## config.mk

```make
export PLATFORM = sky130hd
export DESIGN_NAME = control_sequencer
export DESIGN_NICKNAME = d
export VERILOG_FILES = /design/src/rtl/control_sequencer_pkg.sv /design/src/rtl/control_sequencer_reg_decode.sv /design/src/rtl/control_sequencer.sv
export SDC_FILE = /design/constraint.sdc
export NUM_CORES = 1
export LEC_CHECK = 0
export ABC_AREA = 1
export CAP_MARGIN = 20
export CORE_MARGIN = 3
export CORE_UTILIZATION = 35
export CTS_CLUSTER_DIAMETER = 100
export DETAILED_ROUTE_END_ITERATION = 10
export PLACE_DENSITY = 0.79
export SLEW_MARGIN = 20
export SYNTH_ARGS = -nofsm -noshare
export SYNTH_HDL_FRONTEND = slang
export SYNTH_SLANG_ARGS = --single-unit
```

## constraint.sdc

```tcl
create_clock -name clock -period 6.6 [get_ports clock]
set_clock_uncertainty 0.2 [all_clocks]
set_input_delay 1.32 -clock clock [delete_from_list [all_inputs] [get_ports clock]]
set_output_delay 1.32 -clock clock [all_outputs]
set_load 0.03 [all_outputs]
```

## src/rtl/control_sequencer_pkg.sv

```systemverilog
// Shared encodings for the bus-datapath control unit: opcodes, FSM states,
// strobe bit positions and the opcode classifier used by the sequencer.
package cpu_defs;

    localparam logic [4:0] INC_OP  = 5'b11111;

    localparam logic [4:0] OP_LD   = 5'b00000;
    localparam logic [4:0] OP_ST   = 5'b00001;
    localparam logic [4:0] OP_ADD  = 5'b00011;
    localparam logic [4:0] OP_SUB  = 5'b00100;
    localparam logic [4:0] OP_AND  = 5'b00101;
    localparam logic [4:0] OP_OR   = 5'b00110;
    localparam logic [4:0] OP_SHR  = 5'b00111;
    localparam logic [4:0] OP_SHL  = 5'b01000;
    localparam logic [4:0] OP_ROR  = 5'b01001;
    localparam logic [4:0] OP_ROL  = 5'b01010;
    localparam logic [4:0] OP_MUL  = 5'b01110;
    localparam logic [4:0] OP_DIV  = 5'b01111;
    localparam logic [4:0] OP_IN   = 5'b10110;
    localparam logic [4:0] OP_OUT  = 5'b10111;
    localparam logic [4:0] OP_MFHI = 5'b11000;
    localparam logic [4:0] OP_MFLO = 5'b11001;
    localparam logic [4:0] OP_NOP  = 5'b11010;
    localparam logic [4:0] OP_HALT = 5'b11011;

    // T-states are consecutive so step = state - ST_T0
    localparam logic [3:0] ST_RST  = 4'd0;
    localparam logic [3:0] ST_T0   = 4'd1;
    localparam logic [3:0] ST_T1   = 4'd2;
    localparam logic [3:0] ST_T2   = 4'd3;
    localparam logic [3:0] ST_T3   = 4'd4;
    localparam logic [3:0] ST_T4   = 4'd5;
    localparam logic [3:0] ST_T5   = 4'd6;
    localparam logic [3:0] ST_T6   = 4'd7;
    localparam logic [3:0] ST_HALT = 4'd8;

    localparam int SRC_HI   = 0;
    localparam int SRC_LO   = 1;
    localparam int SRC_ZHI  = 2;
    localparam int SRC_ZLO  = 3;
    localparam int SRC_PC   = 4;
    localparam int SRC_MDR  = 5;
    localparam int SRC_INP  = 6;
    localparam int SRC_RAM  = 7;

    localparam int DST_HI   = 0;
    localparam int DST_LO   = 1;
    localparam int DST_ZHI  = 2;
    localparam int DST_ZLO  = 3;
    localparam int DST_PC   = 4;
    localparam int DST_MDR  = 5;
    localparam int DST_OUTP = 6;
    localparam int DST_Y    = 7;
    localparam int DST_MAR  = 8;

    typedef enum logic [2:0] {
        CL_ALU, CL_MULDIV, CL_LD, CL_ST, CL_SINGLE, CL_HALT, CL_ILL
    } op_class_e;

    function automatic op_class_e classify(input logic [4:0] opc);
        case (opc)
            OP_LD:                                  return CL_LD;
            OP_ST:                                  return CL_ST;
            OP_ADD, OP_SUB, OP_AND, OP_OR,
            OP_SHR, OP_SHL, OP_ROR, OP_ROL:         return CL_ALU;
            OP_MUL, OP_DIV:                         return CL_MULDIV;
            OP_IN, OP_OUT, OP_MFHI, OP_MFLO, OP_NOP: return CL_SINGLE;
            OP_HALT:                                return CL_HALT;
            default:                                return CL_ILL;
        endcase
    endfunction

endpackage

```

## src/rtl/control_sequencer_reg_decode.sv

```systemverilog
// Gated 4-to-16 one-hot register select decoder.
module reg_decode_4to16 (
    input  logic        en,
    input  logic [3:0]  sel,
    output logic [15:0] oh
);
    for (genvar i = 0; i < 16; i++) begin : g_bit
        assign oh[i] = en && (sel == 4'(i));
    end
endmodule

```

## src/rtl/control_sequencer.sv

```systemverilog
// Hardwired Moore sequencer: fetches into IR, then steps T3..T6 per opcode class,
// driving the datapath strobes combinationally from state and IR.
module control_sequencer #(
    parameter int              OP_W   = 5,
    parameter logic [OP_W-1:0] INC_OP = 5'b11111
) (
    input  logic            clock,
    input  logic            clear,
    input  logic [31:0]     BusMuxOut,
    output logic [15:0]     Rout,
    output logic [15:0]     Rin,
    output logic [7:0]      srcOut,
    output logic [8:0]      dstIn,
    output logic            Read,
    output logic            Write,
    output logic            BAOut,
    output logic [OP_W-1:0] op,
    output logic            run,
    output logic            illegal,
    output logic [2:0]      step
);
    import cpu_defs::*;

    logic [3:0]  state, nxt;
    logic [31:0] ir;

    logic [4:0]  opc;
    logic [3:0]  ra, rb, rc;
    op_class_e   cls;

    assign opc = ir[31:27];
    assign ra  = ir[26:23];
    assign rb  = ir[22:19];
    assign rc  = ir[18:15];
    assign cls = classify(opc);

    logic unused_ir;
    assign unused_ir = ^ir[14:0];

    always_ff @(posedge clock or posedge clear) begin
        if (clear) begin
            state <= ST_RST;
            ir    <= '0;
        end else begin
            state <= nxt;
            if (state == ST_T2) ir <= BusMuxOut;
        end
    end

    always_comb begin
        nxt = ST_RST;
        case (state)
            ST_RST:  nxt = ST_T0;
            ST_T0:   nxt = ST_T1;
            ST_T1:   nxt = ST_T2;
            ST_T2:   nxt = ST_T3;
            ST_T3: begin
                case (cls)
                    CL_HALT:                          nxt = ST_HALT;
                    CL_ALU, CL_MULDIV, CL_LD, CL_ST:  nxt = ST_T4;
                    default:                          nxt = ST_T0;
                endcase
            end
            ST_T4:   nxt = (cls == CL_ST) ? ST_T0 : ST_T5;
            ST_T5:   nxt = (cls == CL_MULDIV) ? ST_T6 : ST_T0;
            ST_T6:   nxt = ST_T0;
            ST_HALT: nxt = ST_HALT;
            default: nxt = ST_RST;
        endcase
    end

    // Decoder lanes: 0 = Ra out, 1 = Rb out, 2 = Rc out, 3 = Ra in
    logic [3:0]        dec_en;
    logic [3:0][3:0]   dec_sel;
    logic [3:0][15:0]  dec_oh;

    assign dec_sel = {ra, rc, rb, ra};

    for (genvar i = 0; i < 4; i++) begin : g_dec
        reg_decode_4to16 u_dec (
            .en  (dec_en[i]),
            .sel (dec_sel[i]),
            .oh  (dec_oh[i])
        );
    end

    assign Rout = dec_oh[0] | dec_oh[1] | dec_oh[2];
    assign Rin  = dec_oh[3];

    always_comb begin
        dec_en  = '0;
        srcOut  = '0;
        dstIn   = '0;
        Read    = 1'b0;
        Write   = 1'b0;
        BAOut   = 1'b0;
        op      = '0;
        illegal = 1'b0;
        case (state)
            ST_T0: begin
                srcOut[SRC_PC]  = 1'b1;
                dstIn[DST_MAR]  = 1'b1;
                dstIn[DST_ZLO]  = 1'b1;
                op              = INC_OP;
            end
            ST_T1: begin
                srcOut[SRC_ZLO] = 1'b1;
                dstIn[DST_PC]   = 1'b1;
                Read            = 1'b1;
            end
            ST_T2: srcOut[SRC_RAM] = 1'b1;
            ST_T3: begin
                case (cls)
                    CL_ALU: begin
                        dec_en[1]    = 1'b1;
                        dstIn[DST_Y] = 1'b1;
                    end
                    CL_MULDIV: begin
                        dec_en[0]    = 1'b1;
                        dstIn[DST_Y] = 1'b1;
                    end
                    CL_LD, CL_ST: begin
                        dec_en[1]      = 1'b1;
                        BAOut          = 1'b1;
                        dstIn[DST_MAR] = 1'b1;
                    end
                    CL_SINGLE: begin
                        case (opc)
                            OP_IN: begin
                                srcOut[SRC_INP] = 1'b1;
                                dec_en[3]       = 1'b1;
                            end
                            OP_OUT: begin
                                dec_en[0]       = 1'b1;
                                dstIn[DST_OUTP] = 1'b1;
                            end
                            OP_MFHI: begin
                                srcOut[SRC_HI] = 1'b1;
                                dec_en[3]      = 1'b1;
                            end
                            OP_MFLO: begin
                                srcOut[SRC_LO] = 1'b1;
                                dec_en[3]      = 1'b1;
                            end
                            default: ;
                        endcase
                    end
                    CL_ILL:  illegal = 1'b1;
                    default: ;
                endcase
            end
            ST_T4: begin
                case (cls)
                    CL_ALU: begin
                        dec_en[2]      = 1'b1;
                        op             = OP_W'(opc);
                        dstIn[DST_ZLO] = 1'b1;
                    end
                    CL_MULDIV: begin
                        dec_en[1]      = 1'b1;
                        op             = OP_W'(opc);
                        dstIn[DST_ZLO] = 1'b1;
                        dstIn[DST_ZHI] = 1'b1;
                    end
                    CL_LD: Read = 1'b1;
                    CL_ST: begin
                        dec_en[0] = 1'b1;
                        Write     = 1'b1;
                    end
                    default: ;
                endcase
            end
            ST_T5: begin
                case (cls)
                    CL_ALU: begin
                        srcOut[SRC_ZLO] = 1'b1;
                        dec_en[3]       = 1'b1;
                    end
                    CL_MULDIV: begin
                        srcOut[SRC_ZLO] = 1'b1;
                        dstIn[DST_LO]   = 1'b1;
                    end
                    CL_LD: begin
                        srcOut[SRC_RAM] = 1'b1;
                        dec_en[3]       = 1'b1;
                    end
                    default: ;
                endcase
            end
            ST_T6: begin
                if (cls == CL_MULDIV) begin
                    srcOut[SRC_ZHI] = 1'b1;
                    dstIn[DST_HI]   = 1'b1;
                end
            end
            default: ;
        endcase
    end

    assign run  = (state != ST_RST) && (state != ST_HALT);
    assign step = (state >= ST_T0 && state <= ST_T6) ? 3'(state - ST_T0) : 3'd0;

    // Only one driver may own the shared bus in any cycle
    a_bus_onehot: assert property (@(posedge clock) disable iff (clear)
        $onehot0({Rout, srcOut}));

endmodule

```

Word level (Yosys, flattened, before mapping)

Memory sizes are Yosys's and may differ from the RTL's.
Index checks and enable logic that the tools add are counted.
W data, S select, Z words.

Output and inout port bits: 62
Memories: 1
Word-level logic and storage cells: 196
ROM bits: 96
Flip-flop bits (word level): 36

Memory list:

| memory          | depth | bits a word | read ports | clocked after Yosys merged registers in | write ports | line                        | text |
|---|---|---|---|---|---|---|---|
| (no name shown) | 32    | 3           | 1          | 0                                       | 0           | control_sequencer_pkg.sv:61 | `case (opc)` |

Add/sub/neg operators: 1
Magnitude comparators: 2
Bitwise gates (word level): 2
Reduce and logical (&&, ||, !) cells: 79
Mux-type cells: 45
Equality and inequality tests: 64

Operators with widths:

| cell                 | count |
|---|---|
| $eq A4 B4 Y1 const B | 25 |
| $logic_and A1 B1 Y1  | 66 |
| $eq A4 B3 Y1 const B | 16 |
| $eq A4 B2 Y1 const B | 8 |
| $or A16 B16 Y16      | 2 |
| $pmux W4 S8          | 1 |
| $mux W1              | 27 |
| $eq A5 B5 Y1 const B | 4 |
| $eq A4 B1 Y1 const B | 4 |
| $logic_not A4 Y1     | 4 |
| $pmux W1 S2          | 7 |
| $pmux W5 S2          | 1 |
| $eq A3 B3 Y1 const B | 3 |
| $mux W3              | 3 |
| $pmux W4 S2          | 1 |
| $reduce_or A2 Y1     | 4 |
| $eq A3 B2 Y1 const B | 2 |
| $mux W2              | 3 |
| $reduce_or A3 Y1     | 2 |
| $mux W5              | 1 |
| $ge A4 B1 Y1 const B | 1 |
| $le A4 B3 Y1 const B | 1 |
| $ne A4 B4 Y1 const B | 1 |
| $pmux W2 S2          | 1 |
| other kinds (5)      | 5 |

Depth between registers and ports, before layout

An unclocked memory read counts as a cell.

Depth after elaboration: 8
Gate-level depth with buffers: 12
Mapped depth without buffers: 11

Hierarchy

From an unflattened synthesis, not the netlist that was laid out.

Cell total of the unflattened synthesis: 316
Area, all modules: 1984.4 µm²

Modules (own cells, without submodules):

| module            | instances | seq. area each (µm²) | cells each | area an instance (µm²) |
|---|---|---|---|---|
| control_sequencer | 1         | 525.5                | 188        | 1478.9 |
| reg_decode_4to16  | 4         | 0.0                  | 32         | 126.4 |

Worst setup path before layout

No wires, ideal clock.

Kind: register to output
Start: register state[0]
End: output illegal
Stages on the path, launching flop included: 7
Required time: 5.080 ns
Arrival: 2.002 ns
Path slack: 3.078 ns
Cells stage by stage: dfrtp_1 > inv_1 > ha_1 > nand2_1 > nor2_1 > inv_1 > nor4_1

Word-level cells in the longest chain between the ends: 2

Ends and longest elaborated chain:

| what                     | line                    | text |
|---|---|---|
| start: declaration       | control_sequencer.sv:24 | `logic [3:0] state, nxt;` |
| start signal: assignment | control_sequencer.sv:45 | `state <= nxt;` |
| $eq A4 B3 Y1             | control_sequencer.sv:99 | `case (state)` |
| $mux W1                  | control_sequencer.sv:99 |  |
| end: declaration         | control_sequencer.sv:19 | `output logic illegal,` |

Every way passes these cells.

Worst setup path after layout

Start: register state[0]
End: output Rout[14]

Word-level cells in the longest chain between the ends: 5
Elaborated cells on any way between the ends: 9
Those cells by class: eq/ne: 2; mux: 2; bitwise: 2; reduce/logical: 3

Ends and longest elaborated chain:

| what                | line                              | text |
|---|---|---|
| $eq A4 B3 Y1        | control_sequencer.sv:99           |  |
| $pmux W2 S2         | control_sequencer.sv:99           |  |
| $logic_and A1 B1 Y1 | control_sequencer_reg_decode.sv:8 | `assign oh[i] = en && (sel == 4'(i));` |
| $or A16 B16 Y16     | control_sequencer.sv:87           | `assign Rout = dec_oh[0] \| dec_oh[1] \| dec_oh[2];` |
| $or A16 B16 Y16 *   | control_sequencer.sv:87           |  |
| end: declaration    | control_sequencer.sv:10           | `output logic [15:0] Rout,` |

Every way passes the cells marked *; elsewhere a longest branch is shown, timed or not.

==> flow_metrics.env <==
export IMPL_worstSetupPathType="reg -> out"
export IMPL_cpMaxStageDelayCell="clkdlybuf4s50_1"
export IMPL_fp_dieH_um=82.0
export IMPL_hold_path_depth=2
export IMPL_synthDistinctLibCells=30
export IMPL_yosys_top_cells_count="nand2_1, nor2_1, inv_1, dfrtp_1, nand3_1"
export IMPL_nFillCells=604
export IMPL_holdBufCountCts=0
export IMPL_crit_path_max_fanout=16
export IMPL_cp_depth=11
export IMPL_clkLatencyLatePin_ns=0.26
export IMPL_cts_tree="yes"
export IMPL_cp_end_kind="output pin"
export IMPL_drt_vias_per_instance=4.90
export IMPL_maxUsedRoutingLayer="met4"
export IMPL_portBuffers=78
export IMPL_cts_max_level=1
export IMPL_grt_pass1_wl_um=9630
export IMPL_worstMarginPinSlew_ns=0.796
export IMPL_hold_viol=0
export IMPL_cts_made_buffers=3
export IMPL_finalWorstPathRequiredPeriod_ns=4.27
export IMPL_synth_warnings=0
export IMPL_rows=27
export IMPL_antenna_found_initial=0
export IMPL_grt_max_degree=37
export IMPL_post_route_drc_count=0
export IMPL_post_cts_buffers=0
export IMPL_timing_critical_path_buf_inv=3
export IMPL_vias=2342
export IMPL_cts_sinks=21
export IMPL_period_share_pct=64.7
export IMPL_synth_edf_count=0
export IMPL_drive_gt1_share_pct=9.11
export IMPL_setup_viol=0
export IMPL_synth_area_per_cell_um2=6.09
export IMPL_syn_to_final_growth_pct=42.5
export IMPL_wirelength_met1_um=2750
export IMPL_path_clk_slew_ns=0.08
export IMPL_hp_class="reg -> reg"
export IMPL_syn_area_mm2=0.00202
export IMPL_ys_top_cells_by_area="dfrtp_1, nand2_1, nor2_1, inv_1, nand3_1"
export IMPL_dpl_cell_count=474
export IMPL_timing_fmax_mhz=234
export IMPL_power_ir_vdd_worst_v=0.000254
export IMPL_n_antenna_cell=0
export IMPL_drt_iter0_markers=158
export IMPL_final_instance_count_excl_fill=478
export IMPL_synth_main_ff_cell="dfrtp_1"
export IMPL_start_kind="flop"
export IMPL_ys_seq_elements=21
export IMPL_p_leak_nw=1.30
export IMPL_grt_util_all_layers_pct=18.1
export IMPL_wl_met3_um=274
export IMPL_ant_nets=0
export IMPL_grt_remaining_overflow=0
export IMPL_synth_largest_area_cell="dfrtp_1"
export IMPL_ctsRootBufferMaster="clkbuf_8"
export IMPL_critPathRequiredTime_ns=5.08
export IMPL_rsz0062_at_grt="no"
export IMPL_grt_pass1_vias=2169
export IMPL_post_drt_wl_per_cell_um=12.4
export IMPL_dieArea_mm2=0.00672
export IMPL_nNetsFinal=445
export IMPL_worstPathArrival_ns=2.75
export IMPL_power_density_mw_per_mm2=400
export IMPL_die_w_um=82.0
export IMPL_drt_pass1_iter_count=4
export IMPL_gp_congestion=0.923
export IMPL_power_w=0.00115
export IMPL_synth_most_common_cell="nand2_1"
export IMPL_coreArea_mm2=0.00554
export IMPL_async_flop_share_pct=100
export IMPL_path_delay_family="buffers and inverters"
export IMPL_drt_wl_total_um=5950
export IMPL_synth_top_area_share_pct=26.0
export IMPL_slew_viol_final=0
export IMPL_outcome="completed"
export IMPL_start_util_pct=36.5
export IMPL_fin_setup_tns_ns=0
export IMPL_max_cap_violations=0
export IMPL_reg2reg_depth=8
export IMPL_clk_path_buf_depth=2
export IMPL_slowest_delay_ns=0.68
export IMPL_relSlewSlack_pct=46.9
export IMPL_cts_repair_resized=0
export IMPL_io_pin_count=96
export IMPL_yosysSeqAreaShare_pct=26.0
export IMPL_path_cells="inv_1 -> ha_1 -> nand2_1 -> nor2_1 -> inv_1 -> nor2_1 -> nand2_2 -> nand2_4 -> nand2_1 -> nand3_1 -> clkdlybuf4s50_1"
export IMPL_synthCells=332
export IMPL_route_met2_wl_um=2820
export IMPL_dpl_hpwl_um=4850
[cells by family after synthesis]
logic type | synth area share [%]
AO/OA/AOI/OAI | 7.99
adder cells (fa/ha/maj) | 2.48
buffers and inverters | 10.4
flip-flops | 26.0
other | 0.186
AND/OR/NAND/NOR | 52.9
[layout make-up]
type / count / area [um^2] / area share, %
clock buffers: 4 / 45.0 / 1.56
repair buffers: 78 / 781 / 27.1
inverters: 39 / 146 / 5.08
well taps: 72 / 90.1 / 3.13
multi-input cells: 264 / 1290 / 44.9
flip-flops and latches: 21 / 526 / 18.3
[per-stage QoR]
step                      hold WS, ns  instance area (um^2)  setup WS [ns]  util [%]
after floorplan                 0.342                  2020           3.08         -
after global placement          0.360                  2830           2.65      51.1
after detailed placement        0.372                  2830           2.63      51.1
after CTS                       0.385                  2880           2.33      51.9
after global routing            0.412                  2880           2.11      52.0
final                           0.379                  2880           2.33      52.0
[cells in the final DEF (no fill, tap or decap), types with 5 or more instances in the layout]
cell,netlist,layout
nand2_1,84,83
clkdlybuf4s50_1,0,78
nor2_1,69,69
inv_1,32,32
dfrtp_1,21,21
nand3_1,20,20
a21oi_1,18,18
nor3_1,17,17
nand4_1,11,11
o21ai_0,8,8
nand2_2,6,7
inv_2,7,7
nor2_2,5,5
[registers in the layout (all words and copies together) (netlist names)]
name and count:
ir 17, state 4
[path summary, 6_finish.rpt]
check	start	slack (ns)	endpoint
worst min-delay path	ir[17]$_DFFE_PP0P_	0.38	ir[17]$_DFFE_PP0P_
worst max-delay path	state[0]$_DFF_PP0_	2.33	Rout[14]
worst min register to register	ir[17]$_DFFE_PP0P_	0.38	ir[17]$_DFFE_PP0P_
worst max register to register	state[0]$_DFF_PP0_	4.76	state[2]$_DFF_PP0_
max in group asynchronous	clear	4.40	ir[26]$_DFFE_PP0P_
min in group asynchronous	clear	1.30	ir[27]$_DFFE_PP0P_
[report_power, final]
part	switching, W	internal, W	total, W
Sequential	0.0000661	0.000190	0.000256
Clock	0.0000421	0.0000430	0.0000851
Combinational	0.000553	0.000256	0.000809
[tightest hold or removal path, cell delays in order, from the launching register on]
cell,delay [ns]
dfrtp_1,0.41
inv_1,0.08
a21oi_1,0.06
[layer usage]
| layer | up-vias | GRT usage, % |
|---|---|---|
| met5 | - | 0 |
| met4 | 0 | 5.98 |
| met3 | 14 | 2.96 |
| met2 | 63 | 30.5 |
| met1 | 1049 | 23.3 |
| li1 | 1216 | - |
Note: power is estimated with default switching activity, not from simulation.
